**src/rtl/vt_command_sequencer_pkg.sv**
```systemverilog
// Shared types and constants for the terminal command sequencer: parser command
// codes, parameter bundle, screen geometry and the erase fill character.
package vt_command_sequencer_pkg;

    localparam int         CONSOLE_LINES   = 24;
    localparam int         CONSOLE_COLUMNS = 80;
    localparam logic [7:0] ERASE_CHAR      = 8'h20;

    typedef enum logic [4:0] {
        INPUT, INIT_PN, EMIT_PN, IND, NEL, RI,
        CUU, CUD, CUF, CUB, CUP, EL, ED,
        SGR, SGR0, DECSTBM, DECSC, DECRC, SETMODE, RESETMODE,
        SCS0, SCS1, SS2, SS3, DCH, IL, DL
    } CommandsType;

    typedef struct packed {
        logic [7:0] Pchar;
        logic [7:0] Pn1;
        logic [7:0] Pn2;
        logic [1:0] Pns;
    } Param_t;

    typedef struct packed {
        CommandsType cmd;
        Param_t      param;
    } cmd_entry_t;

endpackage

```
**src/rtl/vt_command_sequencer_command_fifo.sv**
```systemverilog
// Small synchronous FIFO for parser commands. Head is read straight from the
// storage flops; a push into a full queue is accepted only when a pop frees a slot.
module command_fifo #(
    parameter int WIDTH = 8,
    parameter int DEPTH = 4
) (
    input  logic             clk,
    input  logic             rst,
    input  logic             push,
    input  logic [WIDTH-1:0] push_data,
    input  logic             pop,
    output logic [WIDTH-1:0] head,
    output logic             full,
    output logic             empty,
    output logic             dropped
);

    localparam int PW = (DEPTH > 1) ? $clog2(DEPTH) : 1;

    logic [DEPTH-1:0][WIDTH-1:0] mem_q, mem_d;
    logic [PW-1:0]               rd_q, rd_d, wr_q, wr_d;
    logic [PW:0]                 cnt_q, cnt_d;
    logic                        do_push, do_pop;

    assign full    = (cnt_q == (PW+1)'(DEPTH));
    assign empty   = (cnt_q == '0);
    assign do_pop  = pop && !empty;
    assign do_push = push && (!full || do_pop);
    assign dropped = push && !do_push;
    assign head    = mem_q[rd_q];

    always_comb begin
        mem_d = mem_q;
        rd_d  = rd_q;
        wr_d  = wr_q;
        cnt_d = cnt_q;
        if (do_push) begin
            mem_d[wr_q] = push_data;
            wr_d        = wr_q + PW'(1);
        end
        if (do_pop) begin
            rd_d = rd_q + PW'(1);
        end
        case ({do_push, do_pop})
            2'b10:   cnt_d = cnt_q + (PW+1)'(1);
            2'b01:   cnt_d = cnt_q - (PW+1)'(1);
            default: cnt_d = cnt_q;
        endcase
    end

    always_ff @(posedge clk) begin
        if (rst) begin
            rd_q  <= '0;
            wr_q  <= '0;
            cnt_q <= '0;
        end else begin
            rd_q  <= rd_d;
            wr_q  <= wr_d;
            cnt_q <= cnt_d;
        end
        mem_q <= mem_d;
    end

endmodule

```
**src/rtl/vt_command_sequencer.sv**
```systemverilog
// Executes queued parser commands: tracks the cursor and turns each command into
// single-cycle text-RAM writes, including multi-cycle erase sweeps.
module vt_command_sequencer
    import vt_command_sequencer_pkg::*;
#(
    parameter int COLS       = CONSOLE_COLUMNS,
    parameter int LINES      = CONSOLE_LINES,
    parameter int FIFO_DEPTH = 4
) (
    input  logic                          clk,
    input  logic                          rst,
    input  logic                          commandReady,
    input  CommandsType                   commandType,
    input  Param_t                        param,
    output logic                          ramWe,
    output logic [$clog2(COLS*LINES)-1:0] ramAddr,
    output logic [7:0]                    ramData,
    output logic [$clog2(LINES)-1:0]      cursorRow,
    output logic [$clog2(COLS)-1:0]       cursorCol,
    output logic                          scrollReq,
    output logic                          busy,
    output logic                          overflow
);

    localparam int          AW        = $clog2(COLS*LINES);
    localparam int          RW        = $clog2(LINES);
    localparam int          CW        = $clog2(COLS);
    localparam int          EW        = $bits(cmd_entry_t);
    localparam logic [15:0] LAST_ROW  = 16'(LINES-1);
    localparam logic [15:0] LAST_COL  = 16'(COLS-1);
    localparam logic [15:0] LAST_CELL = 16'(COLS*LINES-1);

    typedef enum logic {IDLE, ERASE} state_t;

    state_t        state_q, state_d;
    logic [RW-1:0] row_q, row_d;
    logic [CW-1:0] col_q, col_d;
    logic          we_q, we_d, scroll_q, scroll_d, busy_q, busy_d, ovf_q, ovf_d;
    logic [AW-1:0] addr_q, addr_d, eptr_q, eptr_d, eend_q, eend_d;
    logic [7:0]    data_q, data_d;

    logic          pop, fifo_empty, fifo_full, fifo_dropped, lf;
    logic [EW-1:0] head_bits;
    cmd_entry_t    head;
    logic          unused_pns;

    command_fifo #(.WIDTH(EW), .DEPTH(FIFO_DEPTH)) u_fifo (
        .clk      (clk),
        .rst      (rst),
        .push     (commandReady),
        .push_data(EW'({commandType, param})),
        .pop      (pop),
        .head     (head_bits),
        .full     (fifo_full),
        .empty    (fifo_empty),
        .dropped  (fifo_dropped)
    );

    assign head       = cmd_entry_t'(head_bits);
    assign unused_pns = ^{head.param.Pns, fifo_full};

    // All cursor arithmetic runs at 16 bits so Pn values up to 255 clamp correctly.
    logic [15:0] row_w, col_w, pn1, pn2, n, row_up, row_dn, col_lt, col_rt;
    logic [15:0] cup_row, cup_col, row_base, cur_cell, erase_lo, erase_hi;
    logic        erase_ok;

    always_comb begin
        row_w    = 16'(row_q);
        col_w    = 16'(col_q);
        pn1      = {8'd0, head.param.Pn1};
        pn2      = {8'd0, head.param.Pn2};
        n        = (pn1 == 16'd0) ? 16'd1 : pn1;
        row_up   = (n > row_w) ? 16'd0 : row_w - n;
        row_dn   = (row_w + n > LAST_ROW) ? LAST_ROW : row_w + n;
        col_lt   = (n > col_w) ? 16'd0 : col_w - n;
        col_rt   = (col_w + n > LAST_COL) ? LAST_COL : col_w + n;
        cup_row  = (pn1 == 16'd0) ? 16'd0 : ((pn1 > LAST_ROW) ? LAST_ROW : pn1 - 16'd1);
        cup_col  = (pn2 == 16'd0) ? 16'd0 : ((pn2 > LAST_COL) ? LAST_COL : pn2 - 16'd1);
        row_base = row_w * 16'(COLS);
        cur_cell = row_base + col_w;
        erase_ok = 1'b1;
        erase_lo = 16'd0;
        erase_hi = 16'd0;
        if (head.cmd == ED) begin
            case (pn1)
                16'd0:   begin erase_lo = cur_cell; erase_hi = LAST_CELL; end
                16'd1:   begin erase_lo = 16'd0;    erase_hi = cur_cell;  end
                16'd2:   begin erase_lo = 16'd0;    erase_hi = LAST_CELL; end
                default: erase_ok = 1'b0;
            endcase
        end else begin
            case (pn1)
                16'd0:   begin erase_lo = cur_cell; erase_hi = row_base + LAST_COL; end
                16'd1:   begin erase_lo = row_base; erase_hi = cur_cell;            end
                16'd2:   begin erase_lo = row_base; erase_hi = row_base + LAST_COL; end
                default: erase_ok = 1'b0;
            endcase
        end
    end

    always_comb begin
        state_d  = state_q;
        row_d    = row_q;
        col_d    = col_q;
        we_d     = 1'b0;
        scroll_d = 1'b0;
        addr_d   = addr_q;
        data_d   = data_q;
        eptr_d   = eptr_q;
        eend_d   = eend_q;
        pop      = 1'b0;
        lf       = 1'b0;
        busy_d   = !fifo_empty || (state_q != IDLE);
        ovf_d    = ovf_q | fifo_dropped;

        case (state_q)
            IDLE: begin
                if (!fifo_empty) begin
                    pop = 1'b1;
                    case (head.cmd)
                        INPUT: begin
                            if (head.param.Pchar >= 8'h20 && head.param.Pchar <= 8'h7E) begin
                                we_d   = 1'b1;
                                addr_d = AW'(cur_cell);
                                data_d = head.param.Pchar;
                                if (col_w == LAST_COL) begin
                                    col_d = '0;
                                    lf    = 1'b1;
                                end else begin
                                    col_d = col_q + CW'(1);
                                end
                            end else if (head.param.Pchar == 8'h0D) begin
                                col_d = '0;
                            end else if (head.param.Pchar == 8'h0A) begin
                                lf = 1'b1;
                            end else if (head.param.Pchar == 8'h08) begin
                                col_d = CW'(col_lt);
                            end
                        end
                        IND: lf = 1'b1;
                        NEL: begin
                            col_d = '0;
                            lf    = 1'b1;
                        end
                        RI:  row_d = (row_q == '0) ? '0 : row_q - RW'(1);
                        CUU: row_d = RW'(row_up);
                        CUD: row_d = RW'(row_dn);
                        CUF: col_d = CW'(col_rt);
                        CUB: col_d = CW'(col_lt);
                        CUP: begin
                            row_d = RW'(cup_row);
                            col_d = CW'(cup_col);
                        end
                        EL, ED: begin
                            if (erase_ok) begin
                                state_d = ERASE;
                                eptr_d  = AW'(erase_lo);
                                eend_d  = AW'(erase_hi);
                            end
                        end
                        default: ;
                    endcase
                    if (lf) begin
                        if (row_w == LAST_ROW) scroll_d = 1'b1;
                        else                   row_d    = row_q + RW'(1);
                    end
                end
            end
            ERASE: begin
                we_d   = 1'b1;
                addr_d = eptr_q;
                data_d = ERASE_CHAR;
                if (eptr_q == eend_q) state_d = IDLE;
                else                  eptr_d  = eptr_q + AW'(1);
            end
            default: state_d = IDLE;
        endcase
    end

    always_ff @(posedge clk) begin
        if (rst) begin
            state_q  <= IDLE;
            row_q    <= '0;
            col_q    <= '0;
            we_q     <= 1'b0;
            scroll_q <= 1'b0;
            busy_q   <= 1'b0;
            ovf_q    <= 1'b0;
            addr_q   <= '0;
            data_q   <= ERASE_CHAR;
            eptr_q   <= '0;
            eend_q   <= '0;
        end else begin
            state_q  <= state_d;
            row_q    <= row_d;
            col_q    <= col_d;
            we_q     <= we_d;
            scroll_q <= scroll_d;
            busy_q   <= busy_d;
            ovf_q    <= ovf_d;
            addr_q   <= addr_d;
            data_q   <= data_d;
            eptr_q   <= eptr_d;
            eend_q   <= eend_d;
        end
    end

    assign ramWe     = we_q;
    assign ramAddr   = addr_q;
    assign ramData   = data_q;
    assign cursorRow = row_q;
    assign cursorCol = col_q;
    assign scrollReq = scroll_q;
    assign busy      = busy_q;
    assign overflow  = ovf_q;

endmodule

```
**config.mk**
```make
export PLATFORM = sky130hd
export DESIGN_NAME = vt_command_sequencer
export DESIGN_NICKNAME = d
export VERILOG_FILES = /design/src/rtl/vt_command_sequencer_pkg.sv /design/src/rtl/vt_command_sequencer_command_fifo.sv /design/src/rtl/vt_command_sequencer.sv
export SDC_FILE = /design/constraint.sdc
export NUM_CORES = 1
export LEC_CHECK = 0
export BUFFER_PORTS_ARGS = -buffer_cell sky130_fd_sc_hd__buf_2
export CAP_MARGIN = 20
export CORE_ASPECT_RATIO = 1.75
export CORE_UTILIZATION = 40
export CTS_BUF_LIST = sky130_fd_sc_hd__clkbuf_16
export CTS_CLUSTER_DIAMETER = 40
export DETAILED_ROUTE_END_ITERATION = 10
export GPL_ROUTABILITY_DRIVEN = 0
export HOLD_SLACK_MARGIN = 0.06
export PLACE_DENSITY = 0.67
export SLEW_MARGIN = 20
export SYNTH_ARGS = -nofsm -noshare
export SYNTH_HDL_FRONTEND = slang
export SYNTH_SLANG_ARGS = --single-unit
```
**constraint.sdc**
```tcl
create_clock -name clk -period 6.8 [get_ports clk]
set_input_delay 1.36 -clock clk [delete_from_list [all_inputs] [get_ports clk]]
set_output_delay 1.36 -clock clk [all_outputs]
set_load 0.01 [all_outputs]
```
==> results.cfg, run 1 <==
[status]
status = finished clean

[clock_tree]
cts.path.max_buffers = 2
root_buffer = clkbuf_16
clock_latency_ns = 0.44
htree_levels = 4
clk_pin_slew_ns = 0.07
cts_sinks = 181
cts_buffers = 17
cts_hold_buf = 0
ctsResizeCount = 0
postCtsSetupBuffers = 0
cts_tree = done

[synthesis]
synth_ff_type = edfxtp_1
ys_warn_count = 0
synth_seq_cells = 181
synth-async-reset-ratio_pct = 0
synth_edf_count = 116
synth_area_leaders = edfxtp_1 34%, dfxtp_1 13%, ha_1 7.6%, mux4_2 6.3%, nor2_1 4.1%
synth_common_cells = 116 x edfxtp_1, 113 x nor2_1, 84 x a21oi_1, 65 x dfxtp_1, 63 x ha_1
synth_most_common_cell = edfxtp_1
syn_area_sq_mm = 0.0103
syn_inst = 961
syn_area_per_cell_sq_um = 10.7
synthDominantCellAreaShare_pct = 33.7
yosysTopAreaCell = edfxtp_1
synth_nets = 1065
yosysSeqAreaShare_pct = 46.3
synth.distinct_cells = 81

[grt]
grt_first_pass_wirelength_mm = 41.1
grtUsageTotal_pct = 20.6
antenna_found_initial = 0
grt_pass1_vias = 7776
grt_max_degree = 51
overflow = 0

[finish]
design_area_sq_mm = 0.0115
layout-drive-gt1-share_pct = 15.5
layout-area-overhead-vs-synth_pct = 11.7
postLayoutCoreUtil_pct = 45.5
fin_nets = 1121
diodes = 0
nFillCells = 2353
multiInputGateArea_sq_mm = 0.00516
regArea_sq_mm = 0.00479

[sta]
setup_viol = 0
slew_violations = 0
relSlewSlack_pct = 30.2
setup_tns_ns = 0
fmax_mhz = 180
worst_pin_slew_ns = 1.02
finalHoldViolCount = 0
period_share_pct = 81.9
holdWs_ns = 0.436
rsz0062_at_grt = no
finClkSkew_ns = 0.0120
period_needed_ns = 5.57

[placement]
placed_area_sq_mm = 0.0110
dp_hpwl_mm = 19.2
io_buffers = 66

[critical_path]
max_stage_delay_ns = 0.91
arrival_ns = 5.91
reg2reg_depth = 17
critPathRequiredTime_ns = 7.14
cpLargestDelayFamily = simple AND/OR/NAND/NOR gates
criticalPathCategory = flip-flop to flip-flop
crit_fanout = 17
r2r-start = u_fifo.rd_q[0]
startpoint_type = flip-flop
worst-path-buf-inv = 2
r2r-end = cursorCol[6]
rrSetupSlack_ns = 1.23
cpMaxStageDelayCell = a2111oi_0
critPathCaptureType = flip-flop
critical_path.cell_chain = buf_4, mux4_2, nor3_2, nand3_1, nor2_1, buf_4, nand2b_1, ha_1, fa_1, nor2b_1, o311a_1, or4bb_1, a2111oi_0, nor3_1, nor4_1, nor3_2, a22o_1

[floorplan]
start_util_pct = 40.7
boundaryPins = 69
die_w_um = 123
rows = 77
die_h_um = 215
core_sq_mm = 0.0253
fp.dieArea_sq_mm = 0.0265

[hold_path]
hold_class = flip-flop to flip-flop
whs_path_depth = 2
min_to = ramData[7]
hold_start = ramData[7]

[routing]
drtAntennaViolNets = 0
vias_per_cell = 5.72
drtIter0Drc = 547
routed_wl_mm = 26.1
first_pass_iters = 6
vias = 7703
drc_errors = 0
wl_per_cell_um = 19.4

[power]
ir_drop_uv = 337
pwr-share-seq_pct = 35.1
power_density_mw_per_mm2 = 328
pwr-share-comb_pct = 40.0
p_leak_nw = 4.29
netSwitchingPower_mw = 1.46
swShare_pct = 38.7
internal_power_mw = 2.32
p_total_mw = 3.78
clockPowerShare_pct = 24.9

[job]
maxCapViolCount = 0
-- cell families (layout without fill, tap and decap cells) --
group | after synthesis | after routing | synth area share, %
xor gates and xnor gates | 51 | 51 | 4.33
and+or+nand+nor | 297 | 297 | 14.3
DFF | 181 | 181 | 46.3
buffers and inverters | 92 | 161 | 3.70
muxes | 48 | 48 | 8.17
AOI/OAI and AO/OA | 222 | 222 | 14.1
adders and majority gates | 70 | 70 | 8.99
-- layout make-up --
class	count	area share, %
Clock buffer	17	3.69
Multi-Input combinational cell	688	44.8
Sequential cell	181	41.5
Tap cell	316	3.43
Clock inverter	15	1.16
Timing Repair Buffer	81	3.84
Inverter	48	1.56
-- state kept, by name, indices dropped and copies added (netlist names), 2 cells and up --
| register | cells |
|---|---|
| cursorCol | 7 |
| cursorRow | 5 |
| eend_q | 11 |
| eptr_q | 11 |
| ramAddr | 11 |
| ramData | 8 |
| u_fifo.cnt_q | 3 |
| u_fifo.mem_q | 116 |
| u_fifo.rd_q | 2 |
| u_fifo.wr_q | 2 |
-- stage by stage --
stage	cells	worst slack (ns)
floorplan	961	1.55
global placement	1314	1.37
detailed placement	1314	1.36
CTS	1346	1.35
global route	1346	1.02
finish	1346	1.23
-- power groups by stage --
stage	Clock [mW]	Sequential, mW	Combinational, mW
4_1_cts	0.958	1.33	1.50
2_1_floorplan	0	1.30	1.13
5_1_grt	1.00	1.34	1.64
6_report	0.940	1.33	1.51
3_5_place_dp	0	1.35	1.49
3_3_place_gp	0	1.35	1.47
-- routing by layer --
layer	routed length, um	up-vias	part of all wire, %	global-route usage, %
met5	0	-	0	0
met4	1460	0	5.6	13.3
met3	975	89	3.7	3.48
met2	14000	230	54	37.0
met1	9620	3734	37	21.6
li1	-	3650	-	-
-- worst register-to-register path, stage by stage, from the launching register on --
cell and delay [ns]:
dfxtp_2 0.63, buf_4 0.32, mux4_2 0.61, nor3_2 0.19
nand3_1 0.10, nor2_1 0.10, buf_4 0.25, nand2b_1 0.34
ha_1 0.25, fa_1 0.20, nor2b_1 0.21, o311a_1 0.18
or4bb_1 0.41, a2111oi_0 0.91, nor3_1 0.13, nor4_1 0.36
nor3_2 0.08, a22o_1 0.20
-- layout by cell type, fill, tap and decap left out, types with 17 or more instances in the layout --
cell / count
edfxtp_1: 116
nor2_1: 113
a21oi_1: 84
buf_2: 66
dfxtp_1: 64
ha_1: 63
inv_1: 50
nand2_1: 46
xnor2_1: 38
mux4_2: 29
o21ai_0: 26
nand3_1: 21
nor3_1: 20
mux2i_1: 19
nand2b_1: 18
a21o_1: 17
clkbuf_16: 17
-- how the worst max path moves through the flow --
stage,start,endpoint,slack [ns],cells after the start
2_1_floorplan,u_fifo.rd_q[0],cursorRow[3],1.55,21
3_3_place_gp,u_fifo.rd_q[0],cursorCol[6],1.37,17
3_5_place_dp,u_fifo.rd_q[0],cursorCol[6],1.36,17
4_1_cts,u_fifo.rd_q[0],cursorCol[6],1.35,17
5_1_grt,u_fifo.rd_q[0],cursorCol[6],1.02,17
6_report,u_fifo.rd_q[0],cursorCol[6],1.23,17
Note: power is estimated with default switching activity, not from simulation.
==> inputs of run 2 (changes only) <==
--- a/config.mk
+++ b/config.mk
@@ -5,6 +5,7 @@
 export SDC_FILE = /design/constraint.sdc
 export NUM_CORES = 1
 export LEC_CHECK = 0
+export ABC_AREA = 1
 export BUFFER_PORTS_ARGS = -buffer_cell sky130_fd_sc_hd__buf_2
 export CAP_MARGIN = 20
 export CORE_ASPECT_RATIO = 1.75
@@ -14,7 +15,7 @@
 export DETAILED_ROUTE_END_ITERATION = 10
 export GPL_ROUTABILITY_DRIVEN = 0
 export HOLD_SLACK_MARGIN = 0.06
-export PLACE_DENSITY = 0.67
+export PLACE_DENSITY = 0.66
 export SLEW_MARGIN = 20
 export SYNTH_ARGS = -nofsm -noshare
 export SYNTH_HDL_FRONTEND = slang
==> constraint.sdc (replaced) <==
create_clock -name clk -period 5.6 [get_ports clk]
set_input_delay 1.12 -clock clk [delete_from_list [all_inputs] [get_ports clk]]
set_output_delay 1.12 -clock clk [all_outputs]
set_load 0.01 [all_outputs]
==> results.cfg, run 2 <==
[status]
status = finished clean

[sta]
period_share_pct = 84.4
slew_violations = 0
fmax_mhz = 212
finClkSkew_ns = 0.0126
setup_tns_ns = 0
finalHoldViolCount = 0
relSlewSlack_pct = 35.0
worst_pin_slew_ns = 0.975
holdWs_ns = 0.451
period_needed_ns = 4.73
fin_ws_ns = 0.874
rsz0062_at_grt = no
setup_viol = 0

[routing]
first_pass_iters = 5
wl_per_cell_um = 16.0
drtIter0Drc = 532
drc_errors = 0
routed_wl_mm = 28.1
vias = 9083
drtAntennaViolNets = 0
vias_per_cell = 5.17

[finish]
layout-drive-gt1-share_pct = 10.3
fin_nets = 1525
layout-area-overhead-vs-synth_pct = 10.4
diodes = 0
top_register = u_fifo.mem_q
final_common_cell = nand2_1
finalNonFillerCells = 1758
final_cell_mix = 415 x nand2_1, 141 x inv_1, 124 x nor2_1
largest_reg_flops = 116

[clock_tree]
ctsResizeCount = 0
cts.path.max_buffers = 2
cts_tree = done
root_buffer = clkbuf_16
cts_buffers = 17
cts_sinks = 181
postCtsSetupBuffers = 0
clk_pin_slew_ns = 0.07
htree_levels = 4
cts_hold_buf = 0
clock_latency_ns = 0.46

[critical_path]
criticalPathCategory = flip-flop to flip-flop
critPathCaptureType = flip-flop
r2r-end = cursorCol[1]
crit_fanout = 63
r2r-start = u_fifo.rd_q[0]
arrival_ns = 5.03
startpoint = u_fifo.rd_q[0]
critPathRequiredTime_ns = 5.91
rrSetupSlack_ns = 0.87
reg2reg_depth = 26
timing.critical_path.to = cursorCol[1]
startpoint_type = flip-flop

[hold_path]
hold_class = flip-flop to flip-flop

[synthesis]
synth_ff_type = edfxtp_1
syn_area_per_cell_sq_um = 7.94
synth_nets = 1468
synth_area_leaders = edfxtp_1 32%, nand2_1 14%, dfxtp_1 12%, ha_1 7.3%, nand3_1 4.8%
synth_most_common_cell = nand2_1
synthDominantCellAreaShare_pct = 32.1
synth_seq_cells = 181
synth-async-reset-ratio_pct = 0
yosysSeqAreaShare_pct = 44.2
syn_area_sq_mm = 0.0108
synth_edf_count = 116
ys_warn_count = 0
yosysTopAreaCell = edfxtp_1
synth.distinct_cells = 46
synth_common_cells = 415 x nand2_1, 137 x inv_1, 128 x nor2_1, 116 x edfxtp_1, 104 x nand3_1
syn_inst = 1364

[grt]
grtUsageTotal_pct = 21.5
overflow = 0
grt_max_degree = 64
grt_pass1_vias = 8863
antenna_found_initial = 0
grt_first_pass_wirelength_mm = 45.5

[floorplan]
rows = 79
die_h_um = 220
boundaryPins = 69
start_util_pct = 40.8
die_w_um = 126
core_sq_mm = 0.0266
fp.dieArea_sq_mm = 0.0278

[power]
p_total_mw = 5.46
p_leak_nw = 5.30
power_density_mw_per_mm2 = 456
ir_drop_uv = 288

[placement]
place_ws_ns = 0.884
dp_cells = 1726
dp_hpwl_mm = 20.7
io_buffers = 66

[job]
maxCapViolCount = 0
-- run 2: changes by cell type after synthesis, moves of 15 or more --
cell	delta
clkbuf_1	-16
nand3_1	+83
nand2_1	+369
nand2b_1	-18
a21o_1	-16
o21ai_0	+28
xnor2_1	-30
inv_1	+89
nor2_1	+15
xor2_1	+22
mux2i_1	-19
mux4_2	-29
-- run 2: area by class of cell --
class | instances | area [sq um]
clock buffers | 17 | 425
clock inverters | 15 | 119
fillers | 2613 | 14600
inverters | 153 | 577
multi-input cells | 991 | 5230
flip-flops and latches | 181 | 4790
well taps | 324 | 405
repair buffers | 77 | 413
-- run 2: critical path, cell delays in order (launching register included) --
cell and delay (ns):
dfxtp_2 0.35, buf_4 0.53, nand2_1 0.10, nand2_1 0.09, nand2_1 0.05, nand2_1 0.17
inv_1 0.12, ha_1 0.21, inv_1 0.09, nor2_2 0.07, nand2_2 0.20, inv_1 0.22
nor2_1 0.22, inv_1 0.18, ha_1 0.25, fa_1 0.40, nand3_1 0.10, nand2_1 0.11
a21oi_1 0.18, xor2_1 0.26, inv_1 0.06, nand2_1 0.10, nand2_1 0.08, o21ai_0 0.17
nand2_1 0.07, nand2_1 0.08, a21oi_1 0.06
-- run 2: where the power goes --
part	internal, mW	leakage, nW	switching (mW)
Sequential	1.51	1.59	0.111
Combinational	0.837	3.43	1.88
Clock	0.606	0.279	0.512
-- run 2: per-layer routing --
layer | vias up | GRT usage, % | routed length [um] | share of wire (%)
li1 | 4578 | - | - | -
met1 | 4187 | 21.6 | 10400 | 37
met2 | 226 | 40.0 | 14900 | 53
met3 | 92 | 3.71 | 1020 | 3.6
met4 | 0 | 15.2 | 1700 | 6.0
met5 | - | 0 | 0 | 0
-- run 2: worst min path at each step --
stage	startpoint	end	slack, ns	cells after the start
global placement	ramData[7]	ramData[7]	0.43	2
finish	ramData[7]	ramData[7]	0.45	2
detailed placement	ramData[7]	ramData[7]	0.44	2
CTS	ramData[7]	ramData[7]	0.45	2
global route	overflow	overflow	0.47	2
floorplan	eend_q[6]	eend_q[6]	0.44	2
-- run 2: logic make-up after synthesis --
group                      synth area share (%)
DFF                                        44.2
xor gates and xnor gates                   3.48
adders and majority gates                  8.57
and+or+nand+nor                            27.1
buffers and inverters                      7.64
AOI/OAI and AO/OA                          9.05
-- run 2: per-stage QoR --
step	cell area [sq um]	utilization, %
3_3_place_gp	11400	42.9
2_1_floorplan	10800	-
3_5_place_dp	11400	42.9
5_1_grt	12000	45.0
4_1_cts	12000	45.0
6_report	12000	45.0
